[src/rtl/fg_island_prog_sequencer.sv]
// Programming sequencer for one floating-gate island: mode switching, row/column
// selection, injection pulse trains, global tunnel and single-cell measurement.
`timescale 1ns/1ps
module fg_island_prog_sequencer #(
    parameter int unsigned ROW_BITS   = 3,
    parameter int unsigned COL_BITS   = 4,
    parameter int unsigned NUM_COLS   = 10,
    parameter int unsigned SETTLE_CYC = 16,
    parameter int unsigned MEAS_CYC   = 64,
    parameter int unsigned CNT_W      = 8
) (
    input  logic                clk,
    input  logic                rst_n,
    input  logic                cmd_valid,
    output logic                cmd_ready,
    input  logic [1:0]          cmd_op,
    input  logic [ROW_BITS-1:0] cmd_row,
    input  logic [COL_BITS-1:0] cmd_col,
    input  logic [CNT_W-1:0]    cmd_npulse,
    input  logic [CNT_W-1:0]    cmd_pwidth,
    input  logic                abort,
    input  logic [15:0]         meas_data,
    output logic                rsp_valid,
    output logic [1:0]          rsp_status,
    output logic [15:0]         rsp_data,
    output logic                prog_mode,
    output logic                vdec_en,
    output logic [ROW_BITS-1:0] vdec_addr,
    output logic                hdec_en,
    output logic [COL_BITS-1:0] hdec_addr,
    output logic                vinj_pulse,
    output logic                vtun_en,
    output logic                meas_strobe,
    output logic                busy
);
    localparam int unsigned TW  = (2 * CNT_W > 24) ? 2 * CNT_W : 24;
    localparam int unsigned CW1 = COL_BITS + 1;

    localparam logic [1:0] OP_NOP     = 2'd0;
    localparam logic [1:0] OP_INJECT  = 2'd1;
    localparam logic [1:0] OP_TUNNEL  = 2'd2;
    localparam logic [1:0] OP_MEASURE = 2'd3;
    localparam logic [1:0] ST_OK      = 2'd0;
    localparam logic [1:0] ST_BAD     = 2'd1;
    localparam logic [1:0] ST_ABORT   = 2'd2;

    typedef enum logic [3:0] {
        S_IDLE, S_MODE, S_SELECT, S_PULSE_HI, S_PULSE_LO,
        S_TUNNEL, S_MEAS, S_DESELECT, S_UNMODE, S_RESP
    } state_t;

    state_t              state_q, state_d;
    logic [TW-1:0]       cnt_q, cnt_d, tun_len_q, tun_len_d;
    logic [CNT_W-1:0]    pcnt_q, pcnt_d, npulse_q, npulse_d, pwidth_q, pwidth_d;
    logic [1:0]          op_q, op_d, status_q, status_d;
    logic [15:0]         data_q, data_d;
    logic [ROW_BITS-1:0] vaddr_q, vaddr_d;
    logic [COL_BITS-1:0] haddr_q, haddr_d;
    logic                cmd_ready_q, cmd_ready_d, busy_q, busy_d;
    logic                prog_mode_q, prog_mode_d, ven_q, ven_d, hen_q, hen_d;
    logic                vinj_q, vinj_d, vtun_q, vtun_d, strobe_q, strobe_d;
    logic                rsp_valid_q, rsp_valid_d;
    logic [1:0]          rsp_status_q, rsp_status_d;
    logic [15:0]         rsp_data_q, rsp_data_d;

    logic [CNT_W-1:0] np_in, pw_in;
    logic             col_bad, settle_done, pw_done, active_st, sel_st;

    assign np_in       = (cmd_npulse == '0) ? CNT_W'(1) : cmd_npulse;
    assign pw_in       = (cmd_pwidth == '0) ? CNT_W'(1) : cmd_pwidth;
    assign col_bad     = CW1'(cmd_col) >= CW1'(NUM_COLS);
    assign settle_done = cnt_q == TW'(SETTLE_CYC - 1);
    assign pw_done     = cnt_q == (TW'(pwidth_q) - TW'(1));
    assign active_st   = state_q inside {S_MODE, S_SELECT, S_PULSE_HI, S_PULSE_LO,
                                         S_TUNNEL, S_MEAS};

    // Next-state, counters and registered-output values
    always_comb begin
        state_d   = state_q;
        cnt_d     = cnt_q + TW'(1);
        pcnt_d    = pcnt_q;
        op_d      = op_q;
        npulse_d  = npulse_q;
        pwidth_d  = pwidth_q;
        tun_len_d = tun_len_q;
        status_d  = status_q;
        data_d    = data_q;
        vaddr_d   = vaddr_q;
        haddr_d   = haddr_q;

        case (state_q)
            S_IDLE: begin
                cnt_d = '0;
                if (cmd_valid) begin
                    op_d      = cmd_op;
                    npulse_d  = np_in;
                    pwidth_d  = pw_in;
                    tun_len_d = TW'(np_in) * TW'(pw_in);
                    pcnt_d    = '0;
                    status_d  = ST_OK;
                    data_d    = '0;
                    if (cmd_op == OP_NOP) begin
                        state_d = S_RESP;
                    end else if (cmd_op != OP_TUNNEL && col_bad) begin
                        state_d  = S_RESP;
                        status_d = ST_BAD;
                    end else begin
                        state_d = S_MODE;
                        if (cmd_op != OP_TUNNEL) begin
                            vaddr_d = cmd_row;
                            haddr_d = cmd_col;
                        end
                    end
                end
            end
            S_MODE:     if (settle_done) state_d = S_SELECT;
            S_SELECT: begin
                if (settle_done) begin
                    pcnt_d = '0;
                    case (op_q)
                        OP_INJECT: state_d = S_PULSE_HI;
                        OP_TUNNEL: state_d = S_TUNNEL;
                        default:   state_d = S_MEAS;
                    endcase
                end
            end
            S_PULSE_HI: if (pw_done) state_d = S_PULSE_LO;
            S_PULSE_LO: begin
                if (pw_done) begin
                    if (pcnt_q == npulse_q - CNT_W'(1)) begin
                        state_d = S_DESELECT;
                    end else begin
                        pcnt_d  = pcnt_q + CNT_W'(1);
                        state_d = S_PULSE_HI;
                    end
                end
            end
            S_TUNNEL:   if (cnt_q == tun_len_q - TW'(1)) state_d = S_DESELECT;
            S_MEAS: begin
                if (cnt_q == TW'(MEAS_CYC + 1)) begin
                    state_d = S_DESELECT;
                    data_d  = meas_data;
                end
            end
            S_DESELECT: if (settle_done) state_d = S_UNMODE;
            S_UNMODE:   if (settle_done) state_d = S_RESP;
            default:    state_d = S_IDLE;
        endcase

        // Abort unwinds through the full deselect/unmode settle path
        if (abort && active_st) begin
            state_d  = S_DESELECT;
            status_d = ST_ABORT;
            data_d   = data_q;
        end else if (abort && (state_q == S_DESELECT || state_q == S_UNMODE)) begin
            status_d = ST_ABORT;
        end

        if (state_d != state_q) cnt_d = '0;
        if (state_d == S_UNMODE) begin
            vaddr_d = '0;
            haddr_d = '0;
        end

        sel_st       = state_d inside {S_SELECT, S_PULSE_HI, S_PULSE_LO, S_TUNNEL, S_MEAS};
        prog_mode_d  = (state_d inside {S_MODE, S_SELECT, S_PULSE_HI, S_PULSE_LO, S_TUNNEL,
                                        S_MEAS, S_DESELECT}) && (op_d != OP_MEASURE);
        ven_d        = sel_st && (op_d != OP_TUNNEL);
        hen_d        = sel_st && (op_d != OP_TUNNEL);
        vinj_d       = state_d == S_PULSE_HI;
        vtun_d       = state_d == S_TUNNEL;
        strobe_d     = (state_d == S_MEAS) && (cnt_d == TW'(MEAS_CYC));
        rsp_valid_d  = state_d == S_RESP;
        rsp_status_d = (state_d == S_RESP) ? status_d : ST_OK;
        rsp_data_d   = (state_d == S_RESP) ? data_d : 16'd0;
        cmd_ready_d  = state_d == S_IDLE;
        busy_d       = state_d != S_IDLE;
    end

    always_ff @(posedge clk or negedge rst_n) begin
        if (!rst_n) begin
            state_q      <= S_IDLE;
            cnt_q        <= '0;
            tun_len_q    <= '0;
            pcnt_q       <= '0;
            npulse_q     <= '0;
            pwidth_q     <= '0;
            op_q         <= OP_NOP;
            status_q     <= ST_OK;
            data_q       <= '0;
            vaddr_q      <= '0;
            haddr_q      <= '0;
            cmd_ready_q  <= 1'b1;
            busy_q       <= 1'b0;
            prog_mode_q  <= 1'b0;
            ven_q        <= 1'b0;
            hen_q        <= 1'b0;
            vinj_q       <= 1'b0;
            vtun_q       <= 1'b0;
            strobe_q     <= 1'b0;
            rsp_valid_q  <= 1'b0;
            rsp_status_q <= ST_OK;
            rsp_data_q   <= '0;
        end else begin
            state_q      <= state_d;
            cnt_q        <= cnt_d;
            tun_len_q    <= tun_len_d;
            pcnt_q       <= pcnt_d;
            npulse_q     <= npulse_d;
            pwidth_q     <= pwidth_d;
            op_q         <= op_d;
            status_q     <= status_d;
            data_q       <= data_d;
            vaddr_q      <= vaddr_d;
            haddr_q      <= haddr_d;
            cmd_ready_q  <= cmd_ready_d;
            busy_q       <= busy_d;
            prog_mode_q  <= prog_mode_d;
            ven_q        <= ven_d;
            hen_q        <= hen_d;
            vinj_q       <= vinj_d;
            vtun_q       <= vtun_d;
            strobe_q     <= strobe_d;
            rsp_valid_q  <= rsp_valid_d;
            rsp_status_q <= rsp_status_d;
            rsp_data_q   <= rsp_data_d;
        end
    end

    assign cmd_ready   = cmd_ready_q;
    assign busy        = busy_q;
    assign prog_mode   = prog_mode_q;
    assign vdec_en     = ven_q;
    assign hdec_en     = hen_q;
    assign vdec_addr   = vaddr_q;
    assign hdec_addr   = haddr_q;
    // High-voltage gates are killed combinationally the moment abort is seen
    assign vinj_pulse  = vinj_q & ~abort;
    assign vtun_en     = vtun_q & ~abort;
    assign meas_strobe = strobe_q;
    assign rsp_valid   = rsp_valid_q;
    assign rsp_status  = rsp_status_q;
    assign rsp_data    = rsp_data_q;
endmodule
[config.mk]
export PLATFORM = sky130hd
export DESIGN_NAME = fg_island_prog_sequencer
export DESIGN_NICKNAME = d
export VERILOG_FILES = /design/src/rtl/fg_island_prog_sequencer.sv
export SDC_FILE = /design/constraint.sdc
export NUM_CORES = 1
export LEC_CHECK = 0
export ABC_AREA = 1
export BUFFER_PORTS_ARGS = -buffer_cell sky130_fd_sc_hd__buf_4
export CAP_MARGIN = 20
export CORE_ASPECT_RATIO = 0.75
export CORE_UTILIZATION = 45
export DETAILED_ROUTE_END_ITERATION = 16
export HOLD_SLACK_MARGIN = 0.15
export PLACE_DENSITY = 0.73
export SLEW_MARGIN = 20
export SYNTH_ARGS = -nofsm -noshare
export SYNTH_HDL_FRONTEND = slang
export SYNTH_SLANG_ARGS = --single-unit
export TNS_END_PERCENT = 100
[constraint.sdc]
create_clock -name clk -period 2.6 [get_ports clk]
set_input_delay 0.26 -clock clk [delete_from_list [all_inputs] [get_ports clk]]
set_output_delay 0.26 -clock clk [all_outputs]
set_load 0.01 [all_outputs]
== Word-level counts from Yosys, hierarchy flattened ==
Index checks and enable logic that the tools add are counted.

* Register bits after elaboration: 121
* Word-level logic and storage cells: 139
* Bits of input ports: 45

* Bitwise operators: 3
* Order comparisons: 1
* Mux-type cells: 50
* Multipliers: 1
* Reductions and logical operators: 23
* Eq/ne operators: 35
* $add $sub $neg: 5

{| class="wikitable"
|+ Operators by type and width
! kind !! count
|-
| $mux W4 || 18
|-
| $mux W16 || 4
|-
| $eq A24 B24 Y1 || 2
|-
| $eq A24 B7 Y1 const B || 2
|-
| $mux W24 || 2
|-
| $mux W8 || 6
|-
| $pmux W4 S9 || 1
|-
| $eq A4 B3 Y1 const B || 8
|-
| $pmux W16 S2 || 1
|-
| $add A24 B1 Y24 const B || 1
|-
| $eq A24 B4 Y1 const B || 1
|-
| $pmux W8 S3 || 1
|-
| $mux W3 || 7
|-
| $sub A16 B1 Y17 const B || 1
|-
| $eq A4 B2 Y1 const B || 4
|-
| $logic_not A8 Y1 || 2
|-
| $mul A8 B8 Y16 || 1
|-
| $mux W2 || 7
|-
| $ne A2 B2 Y1 const B || 7
|-
| $eq A4 B4 Y1 const B || 3
|-
| $reduce_and A5 Y1 || 2
|-
| $sub A8 B1 Y9 const B || 1
|-
| $add A8 B1 Y8 const B || 1
|-
| $eq A4 B1 Y1 const B || 2
|-
| other kinds (22) || 33
|}

== Depth between registers and ports, before layout ==
* Depth after elaboration: 11
* Mapped depth: 27
* Gate-level depth less buffers: 26

== Least setup slack after synthesis ==
No wires, ideal clock.

* Path type: input to register
* Start: input port cmd_npulse[7]
* End: register tun_len_q[15]
* Slack: -2,303 ps
* Stages: 23
* Required time: 2,482 ps
* Arrival: 4,785 ps
* Path through: clkbuf_1 > nor4_1 > a31oi_1 > inv_1 > nand2_1 > fa_1 > fa_1 > inv_1 > fa_1 > fa_1 > ha_1 > nand2_1 > o21ai_0 > a21oi_1 > o21bai_1 > nand2_1 > nand2_1 > a21oi_1 > o21bai_1 > a21o_1 > or2_2 > nand3_1 > nand2_1

* Longest elaborated chain between the ends: 3

{| class="wikitable"
|+ Ends and longest elaborated chain
! item !! RTL line !! source
|-
| start: declaration || 19 || <nowiki>input logic [CNT_W-1:0] cmd_npulse,</nowiki>
|-
| $logic_not A8 Y1 || 69 || <nowiki>assign np_in = (cmd_npulse == '0) ? CNT_W'(1) : cmd_npulse;</nowiki>
|-
| $mux W8 (*) || 69 ||
|-
| $mul A8 B8 Y16 (*) || 98 || <nowiki>tun_len_d = TW'(np_in) * TW'(pw_in);</nowiki>
|-
| end signal: assignment || 207 || <nowiki>tun_len_q <= tun_len_d;</nowiki>
|-
| end: declaration || 53 || <nowiki>logic [TW-1:0] cnt_q, cnt_d, tun_len_q, tun_len_d;</nowiki>
|}

Mark *: on every way between the ends. The rest lies on a longest branch, timed or not.
A chain may end at the register's enable or synchronous reset.

== Worst setup path after layout ==
* Start: input port cmd_npulse[4]
* End: register tun_len_q[15]

Same word-level chain as after synthesis.

==> flow_summary.toml <==
[timing]
worst_pin_slew_ps = 619
rsz0062_at_grt = "yes"
relSlewSlack_pct = 58.4
finalHoldViolations = 0
period_needed_ps = 4470
finClkSkew_ps = 15.8
report.final.slew_viol_count = 0
setup_viol = 72
max_freq_ghz = 0.224
setup_tns_ps = -27540
layout_setup_ws_ps = -1870
fin_crit_sh_pct = 172

[clocking]
root_buffer = "clkbuf_16"
cts_tree = "built"
cts_buffers = 17
numClockSinks = 121
clock_latency_ps = 440
cts.path.max_buffers = 2
cts.clk_slew.worst_paths_ps = 60
h-tree-depth = 4

[drt]
drc = 0
viasPerCell = 5.46
drt-total-wl_um = 34600
drt-pass1-iter-count = 6
drt_iter0_drc = 1322
wl_per_cell_um = 18.2
vias = 10400
ant_nets = 0

[synth]
syn-num-nets = 1402
ys_ff_latch = 121
synth_cells = 1277
async_flop_share_pct = 100
synth_edf_count = 0
avgSynthCellArea_um2 = 7.36
ys_seq_area_share_pct = 32.2
ys_top_cells_by_area = "dfrtp_1 32%, nand2_1 12%, inv_1 8.8%, fa_1 7.7%, nor2_1 6.7%"
syn-cell-area_mm2 = 0.00940
synth_cell_types = 50
synthFlopType = "dfrtp_1"
yosys_warnings = 0
yosysTopAreaCellShare_pct = 32.0
netlist.top_cell.by_area = "dfrtp_1"

[min_path]
holdCritPathClass = "in2reg"
worst_hold_path.num_cells = 3
holdPathEnd = "data_q[10]"
hp-start = "meas_data[10]"

[final_layout]
drive_above_1_share_pct = 37.6
layout_common_cells = "276 x buf_4, 268 x nand2_1, 202 x inv_1"
multi_input_area_mm2 = 0.00631
utilization_pct = 69.3
final_common_cell = "buf_4"
num-fill-cells = 1401
diodes = 0
regArea_mm2 = 0.00303
area_delta_synth_final_pct = 49.9
final_cells = 1899
final_nets = 1729

[grt]
grt.total_usage_pct = 28.8
top_usage_layer = "met2"
antenna_found_initial = 0
grt_start_max_net_pins = 54
gr-total-overflow = 0
grt_pass1_vias = 9654
grtUsageMet3_pct = 7.93
use_met1_pct = 39.6
grt_pass1_wl_um = 48400
grt_util_met2_pct = 44.0

[placed_design]
dp.cells = 1787
numPortBuffers = 78
finalWeightedCongestion = 0.943
dp_hpwl_um = 20700
place_ws_ps = -2110

[power]
combPwrFrac_pct = 62.5
ir_drop_mv = 0.517
internal-power_mw = 7.78
pwr-share-seq_pct = 19.5
power_switching_mw = 6.63
p_leak_nw = 7.24
clockPowerShare_pct = 18.0
power_mw = 14.4
power.density_mw_per_mm2 = 1020
swShare_pct = 46.0

[worst_setup_path]
critPathMaxFanout = 2
critPathKind = "in2reg"
rrSetupSlack_ps = -380
r2r-start = "cnt_q[4]"
endpoint_kind = "flop"
required_ps = 2970
r2r_cells = 20
rr_endpoint = "meas_strobe"
critPathArrivalTime_ps = 4830
critPathLaunchType = "input port"

[die]
rows = 45
initial_utilization_pct = 46.2
die_h_um = 127
io_pins = 79
coreArea_mm2 = 0.0203
die_x_um = 169
die_area_mm2 = 0.0215

[outcome]
status = "complete, but fails checks"
failed_checks = "setup timing"

[run]
maxCapViolCount = 0
timing repair:
item,CTS,global route
gates cloned,0,4
endpoints found under the hold margin,60,0
pin swaps,51,82
gates resized for setup,79,210
setup buffers,48,33
endpoints found under the setup margin,71,78
hold buffers,18,0
registers in the layout (all words and copies together) (netlist names), 4 cells and up:
name       cells
rsp_data      16
data_q        16
hdec_addr      4
cnt_q         24
npulse_q       8
pwidth_q       8
tun_len_q     16
pcnt_q         8
state_q        4
cells by family after synthesis:
group / after synthesis / share of synthesized area (%)
xor gates and xnor gates: 47 / 4.53
adders and majority gates: 80 / 13.5
buffers and inverters: 275 / 11.3
DFF: 121 / 32.2
AOI/OAI and AO/OA: 110 / 7.04
and+or+nand+nor: 644 / 31.3
cells in the mapped netlist, types with 20 or more instances:
master    number
nor2_1       168
ha_1          44
o21ai_0       42
nand3_1       51
dfrtp_1      120
clkbuf_1      23
nand4_1       20
nand2_1      300
fa_1          36
nor3_1        20
xor2_1        30
inv_1        220
layer usage:
metal | share of wire [%] | wire length, µm | vias up
li1 | - | - | 4635
met1 | 40 | 13800 | 4881
met2 | 46 | 15800 | 684
met3 | 10 | 3530 | 175
met4 | 4.3 | 1500 | 0
met5 | 0 | 0 | -
worst max path at each step:
stage                       start             to
finish              cmd_npulse[4]  tun_len_q[15]
detailed placement  cmd_npulse[4]  tun_len_q[15]
global route        cmd_npulse[4]  tun_len_q[15]
global placement    cmd_npulse[4]  tun_len_q[15]
CTS                 cmd_npulse[7]  tun_len_q[15]
floorplan           cmd_npulse[4]  tun_len_q[15]
worst max-delay path, stage by stage:
cell and delay, ps:
buf_6 100, nor4_4 320, a31oi_4 140, buf_6 140, buf_6 120, buf_6 120
nor2_4 110, ha_4 140, fa_1 420, ha_1 310, inv_2 40, fa_1 500
buf_6 150, fa_2 380, nand3b_1 160, and2_4 160, o21ai_4 170, a21oi_2 80
o21bai_1 250, nand2_1 80, nand2_1 80, a21oi_2 70, o21bai_1 160, a21o_1 150
or2_4 110, nand3_2 60, nand2_1 60
power by group through the flow:
stage                     clock, mW  sequential [mW]  combinational, mW
after floorplan                   0             2.70               3.90
after global placement            0             2.76               5.97
after detailed placement          0             2.77               6.12
after CTS                      2.58             2.75               6.90
after global routing           2.68             2.84               9.60
final                          2.60             2.81               9.00
stage by stage:
step | hold WS (ps) | instance area [µm²]
5_1_grt | 158 | 14100
3_5_place_dp | 264 | 11700
6_report | 157 | 14100
2_1_floorplan | -35.6 | 9560
4_1_cts | 154 | 13200
3_3_place_gp | 262 | 11700
cell type report:
type                       instances  area share [%]
clock buffer                      17            3.02
clock inverter                    15            1.41
inverter                         239            6.53
multi-input combinational        882            44.8
sequential                       121            21.5
tap                              282            2.50
timing repair buffer             340            20.0
timing repair inverter             3           0.204
(Power assumes the default switching activity.)
